File: config.mk
export PLATFORM = sky130hd
export DESIGN_NAME = free_list
export DESIGN_NICKNAME = d
export VERILOG_FILES = /design/src/rtl/free_list.sv
export SDC_FILE = /design/constraint.sdc
export NUM_CORES = 1
export LEC_CHECK = 0
export CORE_UTILIZATION = 50
export DETAILED_ROUTE_END_ITERATION = 10
export GPL_TIMING_DRIVEN = 0
export PLACE_DENSITY = 0.67
export SYNTH_ARGS = -nofsm -noshare
export SYNTH_HDL_FRONTEND = slang
export SYNTH_SLANG_ARGS = --single-unit
File: constraint.sdc
create_clock -name clock -period 7.5 [get_ports clock]
set_input_delay 0.75 -clock clock [delete_from_list [all_inputs] [get_ports clock]]
set_output_delay 0.75 -clock clock [all_outputs]
set_load 0.1 [all_outputs]
File: src/rtl/free_list.sv
`default_nettype none
// ---------------------------------------------------------------------------
// free_list : circular FIFO of free physical registers, 3-wide alloc/refill
// Rev 1.0
// ---------------------------------------------------------------------------
module free_list #(
   parameter int PR_W    = 6,
   parameter int PR_NUM  = 64,
   parameter int FL_SIZE = 32
) (
   input  logic                clock,
   input  logic                reset,
   input  logic [2:0]          dispatch_req,
   output logic [3*PR_W-1:0]   new_pr,
   output logic                fl_stall,
   output logic [1:0]          avail_num,
   input  logic [2:0]          retire_valid,
   input  logic [3*PR_W-1:0]   retire_told,
   input  logic                BPRecoverEN
);

   // FL_SIZE is a power of two, so pointer sums wrap naturally at PTR_W bits.
   localparam int PTR_W = $clog2(FL_SIZE);
   localparam int CNT_W = $clog2(FL_SIZE + 1);
   localparam logic [CNT_W-1:0] C_FULL = CNT_W'(FL_SIZE);

   logic [PR_W-1:0]  r_entry [FL_SIZE];
   logic [PTR_W-1:0] r_head;
   logic [PTR_W-1:0] r_tail;
   logic [CNT_W-1:0] r_count;

   logic [1:0]       w_nreq;
   logic [1:0]       w_nret;
   logic [1:0]       w_npop;
   logic             w_stall;
   logic [PTR_W-1:0] w_rd_off [3];
   logic [PTR_W-1:0] w_wr_off [3];
   logic [PTR_W-1:0] w_tail_next;

   assign w_nreq = {1'b0, dispatch_req[0]} + {1'b0, dispatch_req[1]} + {1'b0, dispatch_req[2]};
   assign w_nret = {1'b0, retire_valid[0]} + {1'b0, retire_valid[1]} + {1'b0, retire_valid[2]};

   assign w_stall   = CNT_W'(w_nreq) > r_count;
   assign fl_stall  = w_stall;
   assign avail_num = (r_count >= CNT_W'(3)) ? 2'd3 : r_count[1:0];
   assign w_npop    = (w_stall || BPRecoverEN) ? 2'd0 : w_nreq;

   // Slot 2 is oldest: it takes the first entry, younger slots follow compacted.
   assign w_rd_off[2] = '0;
   assign w_rd_off[1] = PTR_W'(dispatch_req[2]);
   assign w_rd_off[0] = PTR_W'(dispatch_req[2]) + PTR_W'(dispatch_req[1]);
   assign w_wr_off[2] = '0;
   assign w_wr_off[1] = PTR_W'(retire_valid[2]);
   assign w_wr_off[0] = PTR_W'(retire_valid[2]) + PTR_W'(retire_valid[1]);

   assign w_tail_next = r_tail + PTR_W'(w_nret);

   generate
      for (genvar s = 0; s < 3; s++) begin : g_slot
         assign new_pr[s*PR_W +: PR_W] = (dispatch_req[s] && !w_stall) ?
                                         r_entry[r_head + w_rd_off[s]] : '0;
      end
   endgenerate

   always_ff @(posedge clock or posedge reset) begin
      if (reset) begin
         for (int i = 0; i < FL_SIZE; i++) begin
            r_entry[i] <= PR_W'(PR_NUM - FL_SIZE + i);
         end
         r_head  <= '0;
         r_tail  <= '0;
         r_count <= C_FULL;
      end else begin
         for (int s = 0; s < 3; s++) begin
            if (retire_valid[s]) begin
               r_entry[r_tail + w_wr_off[s]] <= retire_told[s*PR_W +: PR_W];
            end
         end
         r_tail <= w_tail_next;
         // Committed head always equals tail, so recovery snaps head onto it.
         if (BPRecoverEN) begin
            r_head  <= w_tail_next;
            r_count <= C_FULL;
         end else begin
            r_head  <= r_head + PTR_W'(w_npop);
            r_count <= r_count - CNT_W'(w_npop) + CNT_W'(w_nret);
         end
      end
   end

endmodule
`default_nettype wire
==> results of run 1 <==
==> power by group through the flow <==
stage               clock, mW  sequential, mW  combinational (mW)
floorplan                   0            2.26                5.14
global placement            0            2.60                7.43
detailed placement          0            2.64                7.49
CTS                      1.38            2.63                7.52
global route             1.41            2.72                8.06
finish                   1.39            2.70                7.93
==> worst paths after layout <==
check,from,cells past startpoint,end,slack (ns)
worst max-delay path,dispatch_req[1],9,new_pr[3],1.15
worst min-delay path,r_entry[164]$_DFF_PP1_,2,r_entry[164]$_DFF_PP1_,0.60
worst max register to register,r_tail[0]$_DFF_PP0_,8,r_entry[39]$_DFF_PP1_,2.95
worst min register to register,r_entry[164]$_DFF_PP1_,2,r_entry[164]$_DFF_PP1_,0.60
max in group asynchronous,reset,3,r_entry[170]$_DFF_PP0_,5.71
min in group asynchronous,reset,2,r_tail[3]$_DFF_PP0_,0.66
==> sequential cells by signal (all words and copies together), names as in the netlist <==
register  cells
r_head        5
r_count       6
r_tail        5
r_entry     192
==> worst max-delay path, stage by stage <==
cell	delay (ns)
clkdlybuf4s50_1	0.54
fa_1	0.53
ha_1	0.34
clkbuf_1	0.66
clkbuf_1	0.62
mux4_2	0.47
o221ai_1	0.48
o22ai_1	0.18
clkdlybuf4s50_1	1.00
==> logic make-up after synthesis <==
logic type,after synthesis,share of synthesized area [%]
and+or+nand+nor,651,16.5
xor gates and xnor gates,14,0.704
buffers and inverters,197,4.61
DFF,208,30.7
adders and majority gates,30,2.50
AOI/OAI and AO/OA,519,22.2
muxes,211,22.7
==> final cells by class <==
cell class | count | area [um2] | area share, %
timing repair buffer | 49 | 509 | 2.63
buffer | 178 | 731 | 3.77
antenna | 4 | 10.0 | 0.0516
sequential | 208 | 5350 | 27.6
clock inverter | 11 | 159 | 0.819
multi-input combinational | 1425 | 11300 | 58.1
inverter | 19 | 78.8 | 0.406
tap | 448 | 561 | 2.89
clock buffer | 39 | 741 | 3.82
==> layer usage <==
metal	track usage, %	wire length [um]	share of wire (%)	vias to the layer above
met2	67.9	35300	38	1830
met4	37.5	8290	9.0	2
met1	67.0	32400	35	9050
li1	-	-	-	7229
met5	1.10	49	0.053	-
met3	23.2	15700	17	430
==> cell usage in the layout, fill, tap and decap left out, types with 7 or more instances in the layout <==
master	n
dfstp_2	113
and3_1	10
fa_1	8
ha_1	22
buf_1	42
a211oi_1	7
nor2b_1	37
o22ai_1	20
o221ai_1	24
or2_2	8
mux2i_1	61
buf_2	32
o21a_1	8
nor2_1	261
o31ai_1	86
a221oi_1	183
a21oi_1	12
xnor2_1	8
nand2_1	223
clkbuf_1	108
nand2b_1	25
mux4_2	147
nand3_1	21
nor3_1	8
a211o_1	25
inv_1	17
dfrtp_1	95
clkbuf_16	27
and2_1	27
or3_1	11
clkdlybuf4s50_1	47
o21ai_0	125
==> metrics by stage <==
step           hold WS (ns)  power (mW)
2_1_floorplan         0.552        7.40
3_3_place_gp          0.580        10.0
3_5_place_dp          0.594        10.1
4_1_cts               0.598        11.5
5_1_grt               0.633        12.2
6_report              0.601        12.0
==> synth_stat cells (7+ instances only) <==
cell,number,area (um2)
or3_1,11,68.8
nor2_1,261,980
xnor2_1,8,70.1
dfstp_2,113,2970
nand3_1,21,105
o22ai_1,20,125
mux4_2,147,3310
ha_1,22,275
a21oi_1,12,60.1
nor3_1,8,40.0
nor2b_1,37,231
mux2i_1,61,611
buf_2,32,160
o221ai_1,24,210
dfrtp_1,95,2380
a211o_1,25,219
a211oi_1,7,52.6
nand2b_1,25,156
buf_1,42,158
o21ai_0,125,626
fa_1,8,160
clkbuf_1,98,368
or2_2,8,50.1
a221oi_1,183,1600
inv_1,18,67.6
and2_1,27,169
nand2_1,223,837
and3_1,10,62.6
o31ai_1,86,646
o21a_1,8,60.1
==> results.py, run 1 <==
metrics = {
    "status": {
        "outcome": "complete, but fails checks",
        "violations": "max-slew violations",
    },
    "synthesis": {
        "async_reset_ff_share_pct": 100,
        "synth-edff-count": 0,
        "ys_warn_count": 0,
        "ys_ff_latch": 208,
        "syn-num-nets": 1887,
        "ys_seq_area_share_pct": 30.7,
        "syn_inst": 1830,
        "avgSynthCellArea_um2": 9.51,
        "syn-cell-area_mm2": 0.0174,
        "synth_ff_type": "dfstp_2",
        "ys_types": 62,
    },
    "die": {
        "dieHeight_um": 189,
        "io_pins": 48,
        "die_area_mm2": 0.0356,
        "die_x_um": 189,
        "rows": 67,
        "floorplan.initialDensity_pct": 51.4,
        "coreArea_mm2": 0.0339,
    },
    "power_and_ir_drop": {
        "p_sw_mw": 6.32,
        "pwr-share-clk_pct": 11.5,
        "p_leak_nw": 6.89,
        "p_int_mw": 5.71,
        "ir_drop_uv": 603,
        "power_density_mw_per_mm2": 620,
        "power.share.switching_pct": 52.6,
        "pwr-share-seq_pct": 22.5,
        "combPwrFrac_pct": 66.0,
    },
    "setup_path": {
        "worstPathArrival_ns": 5.60,
        "cp_max_fo": 10,
        "critPathKind": "in2out",
        "cp_data_required_time_ns": 6.75,
        "worstSetupStartpointType": "input port",
        "critical_path.endpoint_type": "output port",
    },
    "drt": {
        "post_drt_wl_per_cell_um": 38.5,
        "ant_nets": 0,
        "dr.pass1.iters": 8,
        "post-route-drc-count": 0,
        "drt-initial-drc-count": 3280,
        "vias": 18500,
        "wirelength_mm": 91.7,
        "via_per_inst": 7.79,
    },
    "cells_and_area": {
        "fillers": 3052,
        "stdcell_area_mm2": 0.0194,
        "areaGrowthSynthToFinish_pct": 11.4,
        "drive_gt1_share_pct": 19.3,
        "finalNonFillerCells": 2381,
        "utilization_pct": 57.3,
        "fin_nets": 1965,
    },
    "hold_path": {
        "worstHoldPathType": "reg2reg",
    },
    "timing": {
        "finalCritPeriodShare_pct": 84.6,
        "skew_ns": 0.0218,
        "setup_viol": 0,
        "period_needed_ns": 6.35,
        "hold_violations": 0,
        "drv_slew": 8,
        "fin_tns_setup_ns": 0,
        "rsz0062_at_grt": "no",
        "fmax_mhz": 158,
        "max_slew.worst_pin.slew_ns": 1.50,
        "max-slew-margin-rel_pct": -0.181,
        "setup_ws_ns": 1.15,
    },
    "place": {
        "dp_cells": 2327,
        "dp_slack_ns": 1.30,
        "gp_congestion": 1.15,
        "dpl.hpwl_mm": 68.0,
        "place_area_mm2": 0.0185,
        "place.port_buffers": 47,
    },
    "clock_tree": {
        "clkSinkCount": 208,
        "h-tree-depth": 1,
        "post_cts.repair.setup_buffers": 0,
        "clock_latency_ns": 0.59,
        "cts-root-to-sink-buffers": 3,
        "hold_buffers": 0,
        "root_buffer": "clkbuf_16",
        "cts_tree": "done",
        "cts_buffers": 27,
        "clkTransAtPathRegs_ns": 0.06,
        "cts_resized": 0,
    },
    "global_routing": {
        "grt_max_degree": 121,
        "grt_pass1_vias": 17300,
        "grt_pass1_wl_mm": 129,
        "overflow": 0,
        "antenna_found_initial": 2,
        "grt_use_total_pct": 51.9,
    },
    "flow_run": {
        "drv_cap": 0,
    },
}
No activity file was read; power rests on OpenSTA's default activity.
==> run 2, diff against run 1 <==
Clock period 7.5 ns to 5.87 ns, I/O delays scaled along.
==> results.py, run 2 (same netlist as run 1, synthesis figures left out) <==
metrics = {
    "setup_path": {
        "crit_path_cell_trace": "clkdlybuf4s50_1, ha_1, ha_1, clkbuf_1, clkbuf_1, mux4_2, o221ai_1, o22ai_1, clkdlybuf4s50_1",
        "worstSetupStartpointType": "input port",
        "critPathKind": "in2out",
        "cp_max_fo": 10,
        "critPathBufInv": 4,
        "slowest_stage": "clkdlybuf4s50_1",
        "crit_path_max_incr_delay_ns": 1.22,
        "critical_path.endpoint_type": "output port",
        "critPathTopFamily": "buffers and inverters",
        "startpoint": "dispatch_req[2]",
        "worstPathArrival_ns": 5.16,
        "r2r_slack_ns": 1.72,
        "rr_startpoint": "r_tail[0]$_DFF_PP0_",
        "cp_data_required_time_ns": 5.28,
    },
    "cells_and_area": {
        "largest_reg_flops": 192,
        "final_cell_mix": "nor2_1, nand2_1, a221oi_1",
        "n_antenna_cell": 0,
        "biggestRegsByFlops": "r_entry x192, r_count x6",
        "areaGrowthSynthToFinish_pct": 12.2,
        "layout_commonest_cell": "nor2_1",
        "fin_nets": 1968,
        "regMostFlops": "r_entry",
        "drive_gt1_share_pct": 19.6,
        "utilization_pct": 57.7,
    },
    "die": {
        "die_area_mm2": 0.0356,
        "io_pins": 48,
        "die_x_um": 189,
        "dieHeight_um": 189,
        "coreArea_mm2": 0.0339,
        "floorplan.initialDensity_pct": 51.4,
        "rows": 67,
    },
    "power_and_ir_drop": {
        "p_leak_nw": 7.05,
        "power_density_mw_per_mm2": 796,
        "ir_drop_uv": 676,
    },
    "timing": {
        "rsz0062_at_grt": "no",
        "period_needed_ns": 5.75,
        "drv_slew": 0,
        "setup_viol": 0,
        "finalCritPeriodShare_pct": 97.9,
        "fmax_mhz": 174,
        "skew_ns": 0.0169,
        "fin_tns_setup_ns": 0,
        "hold_violations": 0,
        "max_slew.worst_pin.slew_ns": 1.38,
        "max-slew-margin-rel_pct": 8.11,
    },
    "global_routing": {
        "grt_max_degree": 44,
        "antenna_found_initial": 3,
        "overflow": 0,
        "grt_pass1_vias": 17200,
        "grt_pass1_wl_mm": 127,
        "grt_use_total_pct": 51.3,
    },
    "clock_tree": {
        "cts-root-to-sink-buffers": 3,
        "root_buffer": "clkbuf_16",
        "cts_tree": "done",
        "clkSinkCount": 208,
        "clock_latency_ns": 0.58,
        "hold_buffers": 0,
        "cts_buffers": 27,
        "post_cts.repair.setup_buffers": 0,
        "clkTransAtPathRegs_ns": 0.06,
        "h-tree-depth": 1,
    },
    "drt": {
        "post_drt_wl_per_cell_um": 38.1,
        "vias": 18300,
        "m1WireLength_mm": 31.1,
        "via_per_inst": 7.68,
        "dr.pass1.iters": 7,
        "post-route-drc-count": 0,
        "met2_length_mm": 35.1,
        "wirelength_mm": 90.7,
        "ant_nets": 0,
        "drt-initial-drc-count": 3520,
        "top_layer_used": "met5",
        "wl_met3_mm": 16.4,
    },
    "place": {
        "place.port_buffers": 47,
        "gp_congestion": 1.09,
        "dpl.hpwl_mm": 67.9,
    },
    "hold_path": {
        "worstHoldPathType": "in2async",
    },
    "flow_run": {
        "drv_cap": 0,
    },
    "status": {
        "outcome": "finished, final reports clean",
    },
}
[run 2: repair_timing]
action                                  4_1_cts  5_1_grt
resized for setup                             0        8
hold endpoints to repair                      0        0
endpoints found under the setup margin        0        8
[run 2: final timing paths]
check,end,cells past startpoint
worst max-delay path,new_pr[10],9
worst min-delay path,r_tail[0]$_DFF_PP0_,2
worst max register to register,r_entry[68]$_DFF_PP1_,7
worst min register to register,r_entry[50]$_DFF_PP1_,2
max in group asynchronous,r_entry[88]$_DFF_PP1_,5
min in group clock,r_entry[50]$_DFF_PP1_,2
[run 2: worst reg2reg max path, cell delays in order, from the launching register on]
cell and delay, ns:
dfrtp_1 0.42, fa_1 0.49, ha_1 0.41, nor3b_2 0.81, clkbuf_1 0.90, nand2_1 0.48, mux2i_1 0.22, a221oi_1 0.33
[run 2: stage by stage]
step	cells	setup WS, ns	cell area [um2]	hold WS, ns	total power [mW]
after global routing	2379	0.0682	19500	0.517	15.8
after CTS	2379	0.0663	19500	0.484	14.9
after floorplan	1830	0.423	17400	0.552	9.46
final	2379	0.121	19500	0.467	15.5
after global placement	2325	0.124	18400	0.585	13.0
after detailed placement	2330	0.0697	18500	0.595	13.1
[run 2: layout make-up]
cell class | instances | area, um2
Tap cell | 448 | 561
Timing Repair Buffer | 52 | 591
Clock buffer | 39 | 781
Clock inverter | 10 | 180
Sequential cell | 208 | 5350
Fill cell | 3004 | 14300
Buffer | 178 | 731
Multi-Input combinational cell | 1425 | 11300
Inverter | 19 | 75.1
[run 2: layer usage]
metal | vias to the layer above | track usage, %
met5 | - | 0
met4 | 4 | 36.0
met3 | 448 | 24.8
met2 | 1688 | 68.3
met1 | 8875 | 64.8
li1 | 7246 | -
[run 2: where the power goes]
part,switching [mW],internal [mW],total [mW],leakage (nW)
Sequential,1.12,2.46,3.57,2.34
Clock,0.714,1.14,1.85,0.466
Combinational,6.33,3.79,10.1,4.25
Total,8.16,7.38,15.5,7.05
